File: src/rtl/led_breathe.sv
// LED breathing controller: linear 8-bit brightness ramp up, hold, ramp down, hold,
// driving an active-low LED through a free-running 256-step PWM.
// Optional build macro LED_BREATHE_GAMMA_EN squares the level for a perceptual duty curve.
module led_breathe #(
  parameter int CLK_HZ     = 48000000,
  parameter int STEP_HZ    = 10000,
  parameter int HOLD_STEPS = 1024
) (
  input  logic       CLK_48,
  input  logic       RST_N,
  input  logic       EN,
  output logic       LED,
  output logic [7:0] PWM_DUTY,
  output logic [1:0] PHASE,
  output logic       CYCLE_DONE
);

  localparam int DIV    = CLK_HZ / STEP_HZ;
  localparam int DIV_W  = $clog2(DIV);
  localparam int HOLD_W = $clog2(HOLD_STEPS + 1);

  typedef enum logic [1:0] {
    RISE    = 2'd0,
    HOLD_HI = 2'd1,
    FALL    = 2'd2,
    HOLD_LO = 2'd3
  } phase_e;

  logic [DIV_W-1:0]  divCnt_q, divCnt_d;
  logic [7:0]        pwmCnt_q;
  logic [7:0]        level_q, level_d;
  phase_e            state_q, state_d;
  logic [HOLD_W-1:0] holdCnt_q, holdCnt_d;
  logic              cycleDone_q, cycleDone_d;
  logic [7:0]        duty_q;
  logic              led_q;
  logic              tick;
  logic [7:0]        target;

  // Prescaler: dropping EN parks it at zero so a resume always waits a full step.
  always_comb begin
    tick     = EN && (divCnt_q == DIV_W'(DIV - 1));
    divCnt_d = divCnt_q;
    if (!EN || tick) begin
      divCnt_d = '0;
    end else begin
      divCnt_d = divCnt_q + 1'b1;
    end
  end

  always_comb begin
    state_d     = state_q;
    level_d     = level_q;
    holdCnt_d   = holdCnt_q;
    cycleDone_d = 1'b0;
    if (tick) begin
      unique case (state_q)
        RISE: begin
          if (level_q == 8'hFF) begin
            state_d   = HOLD_HI;
            holdCnt_d = '0;
          end else begin
            level_d = level_q + 8'd1;
          end
        end
        HOLD_HI: begin
          if (holdCnt_q == HOLD_W'(HOLD_STEPS - 1)) begin
            state_d   = FALL;
            holdCnt_d = '0;
          end else begin
            holdCnt_d = holdCnt_q + 1'b1;
          end
        end
        FALL: begin
          if (level_q == 8'h00) begin
            state_d   = HOLD_LO;
            holdCnt_d = '0;
          end else begin
            level_d = level_q - 8'd1;
          end
        end
        HOLD_LO: begin
          if (holdCnt_q == HOLD_W'(HOLD_STEPS - 1)) begin
            state_d     = RISE;
            holdCnt_d   = '0;
            cycleDone_d = 1'b1;
          end else begin
            holdCnt_d = holdCnt_q + 1'b1;
          end
        end
        default: state_d = RISE;
      endcase
    end
  end

`ifdef LED_BREATHE_GAMMA_EN
  assign target = 8'((16'(level_q) * 16'(level_q)) >> 8);
`else
  assign target = level_q;
`endif

  // Duty is latched only on the last PWM step so every period uses one constant value.
  always_ff @(posedge CLK_48 or negedge RST_N) begin
    if (!RST_N) begin
      divCnt_q    <= '0;
      pwmCnt_q    <= 8'd0;
      level_q     <= 8'd0;
      state_q     <= RISE;
      holdCnt_q   <= '0;
      cycleDone_q <= 1'b0;
      duty_q      <= 8'd0;
      led_q       <= 1'b1;
    end else begin
      divCnt_q    <= divCnt_d;
      pwmCnt_q    <= pwmCnt_q + 8'd1;
      level_q     <= level_d;
      state_q     <= state_d;
      holdCnt_q   <= holdCnt_d;
      cycleDone_q <= cycleDone_d;
      if (pwmCnt_q == 8'hFF) begin
        duty_q <= target;
      end
      led_q <= ~(EN & (pwmCnt_q < duty_q));
    end
  end

  assign LED        = led_q;
  assign PWM_DUTY   = duty_q;
  assign PHASE      = state_q;
  assign CYCLE_DONE = cycleDone_q;

endmodule

File: config.mk
export PLATFORM = sky130hd
export DESIGN_NAME = led_breathe
export DESIGN_NICKNAME = d
export VERILOG_FILES = /design/src/rtl/led_breathe.sv
export SDC_FILE = /design/constraint.sdc
export NUM_CORES = 1
export LEC_CHECK = 0
export ABC_CLOCK_PERIOD_IN_PS = 2600
export BUFFER_PORTS_ARGS = -buffer_cell sky130_fd_sc_hd__buf_2
export CAP_MARGIN = 10
export CORE_MARGIN = 10
export CORE_UTILIZATION = 60
export DETAILED_ROUTE_END_ITERATION = 8
export PLACE_DENSITY = 0.78
export SYNTH_ARGS = -nofsm -noshare
export SYNTH_HDL_FRONTEND = slang
export SYNTH_SLANG_ARGS = --single-unit
File: constraint.sdc
create_clock -name CLK_48 -period 2.6 [get_ports CLK_48]
set_input_delay 0.52 -clock CLK_48 [delete_from_list [all_inputs] [get_ports CLK_48]]
set_output_delay 0.52 -clock CLK_48 [all_outputs]
set_load 0.1 [all_outputs]
==> results of run 1 <==
[flip-flops by register name, summed over array words and instances, names as in the netlist]
| register | count |
|---|---|
| pwmCnt_q | 8 |
| divCnt_q | 13 |
| holdCnt_q | 11 |
| level_q | 8 |
| CYCLE_DONE | 1 |
| PHASE | 2 |
| PWM_DUTY | 8 |
| LED | 1 |
[cell usage after synthesis, types with 2 or more instances]
cell type,n,area [um2]
and3_1,7,43.8
nand3_1,16,80.1
ha_1,16,200
dfrtp_1,51,1280
xnor2_1,7,61.3
nand2_1,30,113
inv_1,14,52.6
o21a_1,3,22.5
buf_2,2,10.0
or2_1,2,12.5
nor2b_1,4,25.0
or3_1,2,12.5
and4_1,3,26.3
buf_4,3,22.5
o31ai_1,5,37.5
nor2_1,26,97.6
a21oi_1,8,40.0
clkbuf_1,5,18.8
nand2b_1,2,12.5
nor3_1,5,25.0
nand4_1,6,37.5
xor2_1,18,158
buf_6,3,33.8
a31oi_1,7,43.8
and2_1,2,12.5
mux2_2,3,33.8
o21ai_0,24,120
[final timing paths]
kind	startpoint	endpoint	slack, ps	depth (start not counted)
min	RST_N	divCnt_q[12]$_DFF_PN0_	200	1
min reg2reg	pwmCnt_q[0]$_DFF_PN0_	pwmCnt_q[0]$_DFF_PN0_	470	1
max in group asynchronous	RST_N	LED$_DFF_PN1_	1780	2
max	PHASE[0]$_DFFE_PN0P_	level_q[6]$_DFFE_PN0P_	360	8
min in group CLK_48	EN	divCnt_q[4]$_DFF_PN0_	470	2
max reg2reg	PHASE[0]$_DFFE_PN0P_	level_q[6]$_DFFE_PN0P_	360	8
[power by group]
part	switching [W]	internal, W	leakage (nW)
clock network	0.000297	0.000204	0.0511
registers	0.00000450	0.000812	0.699
logic	0.0000222	0.00000793	0.630
total	0.000324	0.00102	1.38
[worst max-delay path, cell delays in order, from the launching register on]
cell	delay, ps
dfrtp_2	440
inv_1	120
ha_1	530
xor2_1	200
ha_1	220
a31oi_1	100
o221a_2	290
nor3_2	120
xor2_1	150
[logic make-up (layout without fill, tap and decap cells)]
group	count (synthesis)	count (layout)	share of synthesized area [%]
and+or+nand+nor	118	118	22.0
AOI/OAI and AO/OA	58	58	12.8
DFF	52	52	44.7
buffers and inverters	28	37	4.90
xor gates and xnor gates	25	25	7.52
adders and majority gates	16	16	6.88
muxes	3	3	1.16
[stage by stage]
stage	instance area, um2	std cells	total power [W]
final	3100	376	0.00135
after global routing	3100	376	0.00141
after CTS	3100	376	0.00137
after detailed placement	3000	368	0.000864
after global placement	3000	368	0.000863
after floorplan	2910	300	0.000840
[metal layers]
metal	vias to the layer above	track usage (%)	part of all wire, %
met2	38	24.5	49
li1	1064	-	-
met3	11	3.70	3.3
met1	1039	18.2	46
met4	0	5.78	1.9
met5	-	0	0
[area by class of cell]
cell class / count / area share, %
multi-input cells: 220 / 47.4
well taps: 67 / 2.71
clock inverters: 3 / 0.930
clock buffers: 5 / 2.22
repair buffers: 15 / 2.91
flip-flops and latches: 52 / 42.2
inverters: 14 / 1.70
==> summary.md, run 1 <==
| Metric | Value |
|---|---|
| Root Buffer | clkbuf_8 |
| CTS resizes | 0 |
| Grt ovf | 0 |
| First-pass GRT wire length | roughly 9.5 mm |
| Post-CTS Hold Buffers | 0 |
| Placer Congestion | slightly above 0.8 |
| FILL cells | 388 |
| DRT Wirelength | between 5 and 6 mm |
| Initial antenna violation count | 0 |
| Pre-antenna DRT Iters | 4 |
| Tcrit/Tclk final | between 80% and 90% |
| Critical Path AT | 2480 ps |
| VDD IR max | 0.000339 V |
| Cts bufs inserted | 5 |
| Kind of critical path | reg -> reg |
| Largest net degree at the start of global routing | 29 |
| Iteration-0 DRC Markers | slightly above 100 |
| Main flop type after synthesis | dfrtp_1 |
| # diodes | 0 |
| Ys async rst share | between 90% and 100% |
| DR vias | approximately 2200 |
| Skew-Pair Late Insertion Delay | ~320 ps |
| Port Buf Inserts | 14 |
| Max FO, Critical Path | 17 |
| Vias in the first global route | about 2100 |
| Final min period | between 2000 and 2500 ps |
| Clk sinks | 52 |
| Worst-Margin Slew | 624 ps |
| Fin Setup TNS | 0 ps |
| CTS H-Tree Depth | 2 |
| Register area | between 0.001 and 0.0015 mm2 |
| Final hold viol count | 0 |
| Area Growth Syn to Fin | 6.32% |
| Slew Limit Fails | 0 |
| Final setup fails | 0 |
| I/O Pins | 15 |
| Worst Setup Start Kind | register |
| Most common library cell in the layout ignoring fill and taps | dfrtp_1 |
| Remaining antenna violation count | 0 |
| Post-placement setup slack | between 300 and 400 ps |
| All-layer global routing usage | between 10 and 15% |
| Layout cells sized above 1 | roughly 13% |
| Slew HR | 57.3% |
| CTS tree | yes |
| Routed wire length per instance | around 14 um |
| Worst Setup End Kind | register |
| Power Density | 435 mW/mm2 |
| Max-cap violations | 0 |
| Detailed-route DRC error count | 0 |
| Syn_nets | 319 |
| Static Leak | between 1 and 1.5 nW |
| PnR worst setup slack | 358 ps |
| Nets | 327 |
| Std-Cell Rows | 25 |
| Die Ht | ~90 um |
| DIE WIDTH | between 80 and 90 um |
| Yosys warns | 0 |
| Core area | 0.00472 mm2 |
| Most frequent cells in the layout | dfrtp_1, nand2_1, nor2_1, o21ai_0, xor2_1 |
| Status | complete, no violations |
| Worst min path class | in -> async |
| Worst Clk Skew | between 9 and 10 ps |
| Hold slack | between 150 and 200 ps |
| Cells after Synth | 300 |
| Avg Cell Area, Syn | approximately 9.7 um2 |
| Final core utilization | between 60% and 70% |
| Library cells used by synthesis | between 50 and 60 |
| Multi-input logic area | 0.00147 mm2 |
| DIE AREA | about 0.008 mm2 |
| Detailed Place HPWL | 3.79 mm |
| Post-CTS Setup Repair Bufs | 0 |
| Critical Path RT | between 2000 and 3000 ps |
| Synthesized cell area | approximately 0.0029 mm2 |
| Avg Vias per Cell | between 5 and 6 |
| Clk pin slew, worst setup/hold paths | approximately 110 ps |
| Post-synth EDFFs | 0 |
| Initial core utilization | between 60 and 70% |
| Worst-case clock buffer depth | 2 |
| Yosys reg bits | between 50 and 60 |
| Max frequency | 446 MHz |
| RSZ-0062 raised after global routing | no |
| Seq/Total Area, Yosys | between 40% and 50% |
Power figures use the tool's default switching activity.
==> run 2: changes to the inputs <==
REMOVE_ABC_BUFFERS = 1   (was unset)
==> summary.md, run 2 (same netlist as run 1, synthesis figures left out) <==
| Metric | Value |
|---|---|
| Final hold viol count | 0 (unchanged) |
| Slowest CP cell | dfrtp_1 (was ha_1) |
| DP Area | 0.00301 mm2 (was 0.00300 mm2) |
| I/O Pins | 15 (unchanged) |
| Nets | 329 (was 327) |
| Static Leak | 1.39 nW (was 1.38 nW) |
| Initial core utilization | 61.6% (unchanged) |
| Slew Limit Fails | 0 (unchanged) |
| Placer Congestion | 0.859 (was 0.807) |
| Slew HR | 62.4% (was 57.3%) |
| Met2 usage | 25.1% (was 24.5%) |
| Most frequent cells in the layout | dfrtp_1, nand2_1, nor2_1, o21ai_0, xor2_1 (unchanged) |
| Vias in the first global route | 2117 (was 2097) |
| Met3 Usage GRT | 3.97% (was 3.70%) |
| Layout cells sized above 1 | 12.9% (about the same) |
| GR met1 Demand/Resource | 18.7% (was 18.2%) |
| Max FO, Critical Path | 10 (was 17) |
| Max incr delay on CP | 420 ps (was 530 ps) |
| Final min period | 2110 ps (was 2240 ps) |
| All-layer global routing usage | 15.4% (was 14.8%) |
| CP most frequent cell | inv_1 |
| Pre-antenna DRT Iters | 5 (was 4) |
| Cts bufs inserted | 5 (unchanged) |
| Die Ht | 89.7 um (unchanged) |
| Most common library cell in the layout ignoring fill and taps | dfrtp_1 (unchanged) |
| Detailed Place HPWL | 3.88 mm (was 3.79 mm) |
| Grt ovf | 0 (unchanged) |
| Clk sinks | 52 (unchanged) |
| Tcrit/Tclk final | 81.1% (was 86.2%) |
| Clk pin slew, worst setup/hold paths | 100 ps (was 110 ps) |
| Max frequency | 474 MHz (was 446 MHz) |
| Iteration-0 DRC Markers | 107 (was 102) |
| First-pass GRT wire length | 9.70 mm (was 9.53 mm) |
| Worst Clk Skew | 10.5 ps (was 9.54 ps) |
| Detailed-route DRC error count | 0 (unchanged) |
| CTS H-Tree Depth | 2 (unchanged) |
| Std-Cell Rows | 25 (unchanged) |
| Critical Path AT | 2350 ps (was 2480 ps) |
| Routed wire length per instance | 14.7 um (was 14.2 um) |
| Port Buf Inserts | 14 (unchanged) |
| Largest regs | divCnt_q (13), holdCnt_q (11) (unchanged) |
| Avg Vias per Cell | 5.68 (was 5.72) |
| Remaining antenna violation count | 0 (unchanged) |
| Worst-Margin Slew | 550 ps (was 624 ps) |
| Cell total after placement | 370 (was 368) |
| DRT Wirelength | 5.54 mm (was 5.33 mm) |
| Max-cap violations | 0 (unchanged) |
| Status | complete, no violations (unchanged) |
| DR vias | 2148 (was 2152) |
| Final std cells w/o fill | 378 (was 376) |
| CTS tree | yes (unchanged) |
| CTS resizes | 0 (unchanged) |
| Skew-Pair Late Insertion Delay | 320 ps (about the same) |
| Register area | 0.00130 mm2 (was 0.00131 mm2) |
| Max reg flops | 13 (unchanged) |
| Multi-input logic area | 0.00147 mm2 (unchanged) |
| Final setup fails | 0 (unchanged) |
| Kind of critical path | reg -> reg (unchanged) |
| Core area | 0.00472 mm2 (unchanged) |
| CP cell instances | inv_1 -> ha_1 -> inv_1 -> o221a_1 -> a21o_1 -> a211oi_2 -> xor2_1 (was inv_1 -> ha_1 -> xor2_1 -> ha_1 -> a31oi_1 -> o221a_2 -> nor3_2 -> xor2_1) |
| Final instance area | 0.00311 mm2 (was 0.00310 mm2) |
| R2R cell count | 7 (was 8) |
| Final core utilization | 65.7% (was 65.5%) |
| FILL cells | 383 (was 388) |
| Worst min path class | in -> async (unchanged) |
| Hold slack | 165 ps (was 200 ps) |
| Initial antenna violation count | 0 (unchanged) |
| Post-CTS Setup Repair Bufs | 0 (unchanged) |
| Power Density | 431 mW/mm2 (was 435 mW/mm2) |
| DIE WIDTH | 89.7 um (unchanged) |
| Worst Setup End Kind | register (unchanged) |
| DIE AREA | 0.00804 mm2 (unchanged) |
| Largest net degree at the start of global routing | 53 (was 29) |
| Grt peak-use layer | met2 (unchanged) |
| # diodes | 0 (unchanged) |
| Post-CTS Hold Buffers | 0 (unchanged) |
| Worst-case clock buffer depth | 2 (unchanged) |
| Root Buffer | clkbuf_8 (unchanged) |
| VDD IR max | 0.000330 V (was 0.000339 V) |
| RSZ-0062 raised after global routing | no (unchanged) |
| Critical Path RT | 2850 ps (was 2840 ps) |
| Area Growth Syn to Fin | 6.66% (was 6.32%) |
| Tot Pwr | 0.00134 W (was 0.00135 W) |
| Worst Setup Start Kind | register (unchanged) |
| Largest reg by FF count | divCnt_q (unchanged) |
[run 2: cell count changes in the layout (fill, tap and decap cells not counted)]
cell      previous run  this run
buf_4                0         2
clkinv_4             0         2
dfrtp_1             49        51
dfrtp_2              2         0
inv_6                2         1
inv_8                1         0
[run 2: layer usage]
layer	routed length, um	vias up	share of wire, %
li1	-	1063	-
met1	2520	1012	45
met2	2640	63	48
met3	290	10	5.2
met4	95	0	1.7
met5	0	-	0
[run 2: report_power, final]
| part | total, W | switching, W | internal, W |
|---|---|---|---|
| clock network | 0.000490 | 0.000294 | 0.000197 |
| logic | 0.0000303 | 0.0000221 | 0.00000822 |
| registers | 0.000817 | 0.00000463 | 0.000812 |
[run 2: worst paths after layout]
path / from / endpoint / slack (ps)
setup reg to reg: PHASE[0]$_DFFE_PN0P_ / level_q[7]$_DFFE_PN0P_ / 490
setup / recovery: PHASE[0]$_DFFE_PN0P_ / level_q[7]$_DFFE_PN0P_ / 490
min in group CLK_48: EN / divCnt_q[4]$_DFF_PN0_ / 470
max in group asynchronous: RST_N / LED$_DFF_PN1_ / 2150
hold reg to reg: pwmCnt_q[0]$_DFF_PN0_ / pwmCnt_q[0]$_DFF_PN0_ / 470
hold / removal: RST_N / divCnt_q[3]$_DFF_PN0_ / 170
[run 2: layout make-up]
class	instances	share of cell area, %
multi-input cells	220	47.2
flip-flops and latches	52	41.9
repair buffers	17	3.38
well taps	67	2.70
clock buffers	5	2.22
inverters	14	1.69
clock inverters	3	0.846
[run 2: critical path: cells and delay by family (launching register included)]
| family | cells | cell delay, ps |
|---|---|---|
| DFF | 1 | 420 |
| AOI/OAI and AO/OA | 3 | 750 |
| xor gates and xnor gates | 1 | 170 |
| buffers and inverters | 2 | 320 |
| adders and majority gates | 1 | 380 |
[run 2: per-stage QoR]
step	worst slack, ps	TNS [ps]
after floorplan	-81.1	-172
after global placement	629	0
after detailed placement	570	0
after CTS	536	0
after global routing	333	0
final	492	0
==> run 3: changes to the inputs <==
ABC_CLOCK_PERIOD_IN_PS = 2100   (was 2600)
clock period = 2.1 ns   (was 2.6 ns; I/O delays follow)
==> summary.md, run 3 (same netlist as run 1, synthesis figures left out) <==
| Metric | Value |
|---|---|
| Max FO, Critical Path | 13 (was 10) |
| WL met3 | 243 um (was 290 um) |
| Grt ovf | 0 (unchanged) |
| Worst Setup Start Kind | register (unchanged) |
| Seq pwr share | 61.8% (was 61.1%) |
| DRT Wirelength | 5.66 mm (was 5.54 mm) |
| Tot Pwr | 0.00163 W (was 0.00134 W) |
| Final hold viol count | 0 (unchanged) |
| Top Metal Used | met4 (unchanged) |
| Static Leak | 1.42 nW (was 1.39 nW) |
| Reg2reg setup slack | 140 ps (was 490 ps) |
| VDD IR max | 0.000388 V (was 0.000330 V) |
| Root Buffer | clkbuf_8 (unchanged) |
| R2R cell count | 8 (was 7) |
| Core area | 0.00472 mm2 (unchanged) |
| Slew HR | 60.9% (was 62.4%) |
| All-layer global routing usage | 15.8% (was 15.4%) |
| Switching power | 0.000353 W (was 0.000320 W) |
| # diodes | 0 (unchanged) |
| Avg Vias per Cell | 5.68 (about the same) |
| Vias in the first global route | 2208 (was 2117) |
| Largest net degree at the start of global routing | 28 (was 53) |
| Worst-Margin Slew | 587 ps (was 550 ps) |
| Layout cells sized above 1 | 15.7% (was 12.9%) |
| Largest regs | divCnt_q (13), holdCnt_q (11) (unchanged) |
| Die Ht | 89.7 um (unchanged) |
| Critical Path AT | 2190 ps (was 2350 ps) |
| Clock power share | 36.0% (was 36.7%) |
| Routed wire length per instance | 14.7 um (about the same) |
| Post-CTS Hold Buffers | 0 (unchanged) |
| Tcrit/Tclk final | 93.2% (was 81.1%) |
| Pre-antenna DRT Iters | 4 (was 5) |
| Status | complete, no violations (unchanged) |
| Slew Limit Fails | 0 (unchanged) |
| Final setup fails | 0 (unchanged) |
| Max frequency | 511 MHz (was 474 MHz) |
| Share of total power in combinational logic | 2.2% (was 2.3%) |
| Post-CTS Setup Repair Bufs | 0 (unchanged) |
| Largest reg by FF count | divCnt_q (unchanged) |
| I/O Pins | 15 (unchanged) |
| Int Power | 0.00128 W (was 0.00102 W) |
| Area Growth Syn to Fin | 8.98% (was 6.66%) |
| Clk pin slew, worst setup/hold paths | 90 ps (was 100 ps) |
| Remaining antenna violation count | 0 (unchanged) |
| Kind of critical path | reg -> reg (unchanged) |
| CTS resizes | 0 (unchanged) |
| Std-Cell Rows | 25 (unchanged) |
| DIE WIDTH | 89.7 um (unchanged) |
| DP Area | 0.00306 mm2 (was 0.00301 mm2) |
| Cts bufs inserted | 5 (unchanged) |
| DR vias | 2191 (was 2148) |
| Final min period | 1960 ps (was 2110 ps) |
| Worst Clk Skew | 7.87 ps (was 10.5 ps) |
| Net switching share of the total power | 21.6% (was 23.9%) |
| Port Buf Inserts | 14 (unchanged) |
| PnR worst setup slack | 143 ps (was 492 ps) |
| Post-placement setup slack | 111 ps (was 570 ps) |
| CTS H-Tree Depth | 2 (unchanged) |
| Detailed-route DRC error count | 0 (unchanged) |
| CTS tree | yes (unchanged) |
| Most frequent cells in the layout | dfrtp_1, nand2_1, nor2_1, o21ai_0, xor2_1 (unchanged) |
| Clk sinks | 52 (unchanged) |
| Worst min path class | in -> async (unchanged) |
| Routed wl met2 | 2.76 mm (was 2.64 mm) |
| Power Density | 515 mW/mm2 (was 431 mW/mm2) |
| RR Startpoint | PHASE[0]$_DFFE_PN0P_ (unchanged) |
| RSZ-0062 raised after global routing | no (unchanged) |
| Skew-Pair Late Insertion Delay | 300 ps (was 320 ps) |
| Detailed Place HPWL | 4.16 mm (was 3.88 mm) |
| Nets | 337 (was 329) |
| Worst-case clock buffer depth | 2 (unchanged) |
| Critical Path RT | 2330 ps (was 2850 ps) |
| M1 WL | 2.59 mm (was 2.52 mm) |
| Iteration-0 DRC Markers | 123 (was 107) |
| Placer Congestion | 0.862 (was 0.859) |
| DIE AREA | 0.00804 mm2 (unchanged) |
| Reg2reg end | level_q[7]$_DFFE_PN0P_ (unchanged) |
| Final instance area | 0.00317 mm2 (was 0.00311 mm2) |
| Initial antenna violation count | 0 (unchanged) |
| First-pass GRT wire length | 10.0 mm (was 9.70 mm) |
| Most common library cell in the layout ignoring fill and taps | dfrtp_1 (unchanged) |
| Initial core utilization | 61.6% (unchanged) |
| FILL cells | 370 (was 383) |
| Max-cap violations | 0 (unchanged) |
| Worst Setup End Kind | register (unchanged) |
| Max reg flops | 13 (unchanged) |
[run 3: cell count changes in the layout (fill, tap and decap cells not counted), sizes merged]
cell,before,now
buf,17,25
clkbuf,5,7
clkinv,2,0
clkinvlp,0,1
inv,15,14
[run 3: through the flow]
stage	hold slack, ps	instances	TNS (ps)	util [%]
2_1_floorplan	124	286	-5810	-
3_3_place_gp	453	378	0	64.7
3_5_place_dp	459	378	0	64.7
4_1_cts	123	386	0	66.7
5_1_grt	142	386	0	67.2
6_report	104	386	0	67.2
[run 3: power groups by stage]
stage	Combinational (W)	Clock (W)	Sequential, W
2_1_floorplan	0.00000953	0	0.00103
3_3_place_gp	0.0000375	0	0.00103
3_5_place_dp	0.0000381	0	0.00103
4_1_cts	0.0000380	0.000611	0.00101
5_1_grt	0.0000423	0.000648	0.00101
6_report	0.0000355	0.000589	0.00101
[run 3: worst max-delay path by stage]
stage	start	slack [ps]	depth (start not counted)	endpoint
finish	PHASE[0]$_DFFE_PN0P_	140	8	level_q[7]$_DFFE_PN0P_
global route	PHASE[0]$_DFFE_PN0P_	20	9	level_q[4]$_DFFE_PN0P_
CTS	PHASE[0]$_DFFE_PN0P_	70	8	level_q[7]$_DFFE_PN0P_
detailed placement	PHASE[0]$_DFFE_PN0P_	110	8	level_q[7]$_DFFE_PN0P_
global placement	PHASE[0]$_DFFE_PN0P_	170	8	level_q[6]$_DFFE_PN0P_
floorplan	PHASE[0]$_DFFE_PN0P_	-580	8	level_q[6]$_DFFE_PN0P_
[run 3: cell type report]
| type | instances | area [um2] | area share (%) |
|---|---|---|---|
| clock buffers | 7 | 86.3 | 2.72 |
| well taps | 67 | 83.8 | 2.64 |
| multi-input cells | 220 | 1490 | 46.9 |
| repair buffers | 25 | 153 | 4.81 |
| clock inverters | 1 | 7.51 | 0.237 |
| inverters | 14 | 52.6 | 1.66 |
| flip-flops and latches | 52 | 1300 | 41.0 |
[run 3: worst max-delay path, cell delays in order (launching register included)]
cell,delay (ps)
dfrtp_1,430
inv_1,180
ha_4,200
buf_4,180
nand4b_1,120
o221a_1,260
a21oi_1,120
a211oi_2,240
xor2_1,160
[run 3: routing by layer]
layer  global-route usage [%]  vias to the layer above
li1                         -                     1081
met1                     18.8                     1064
met2                     27.1                       37
met3                     4.51                        9
met4                     4.77                        0
met5                        0                        -
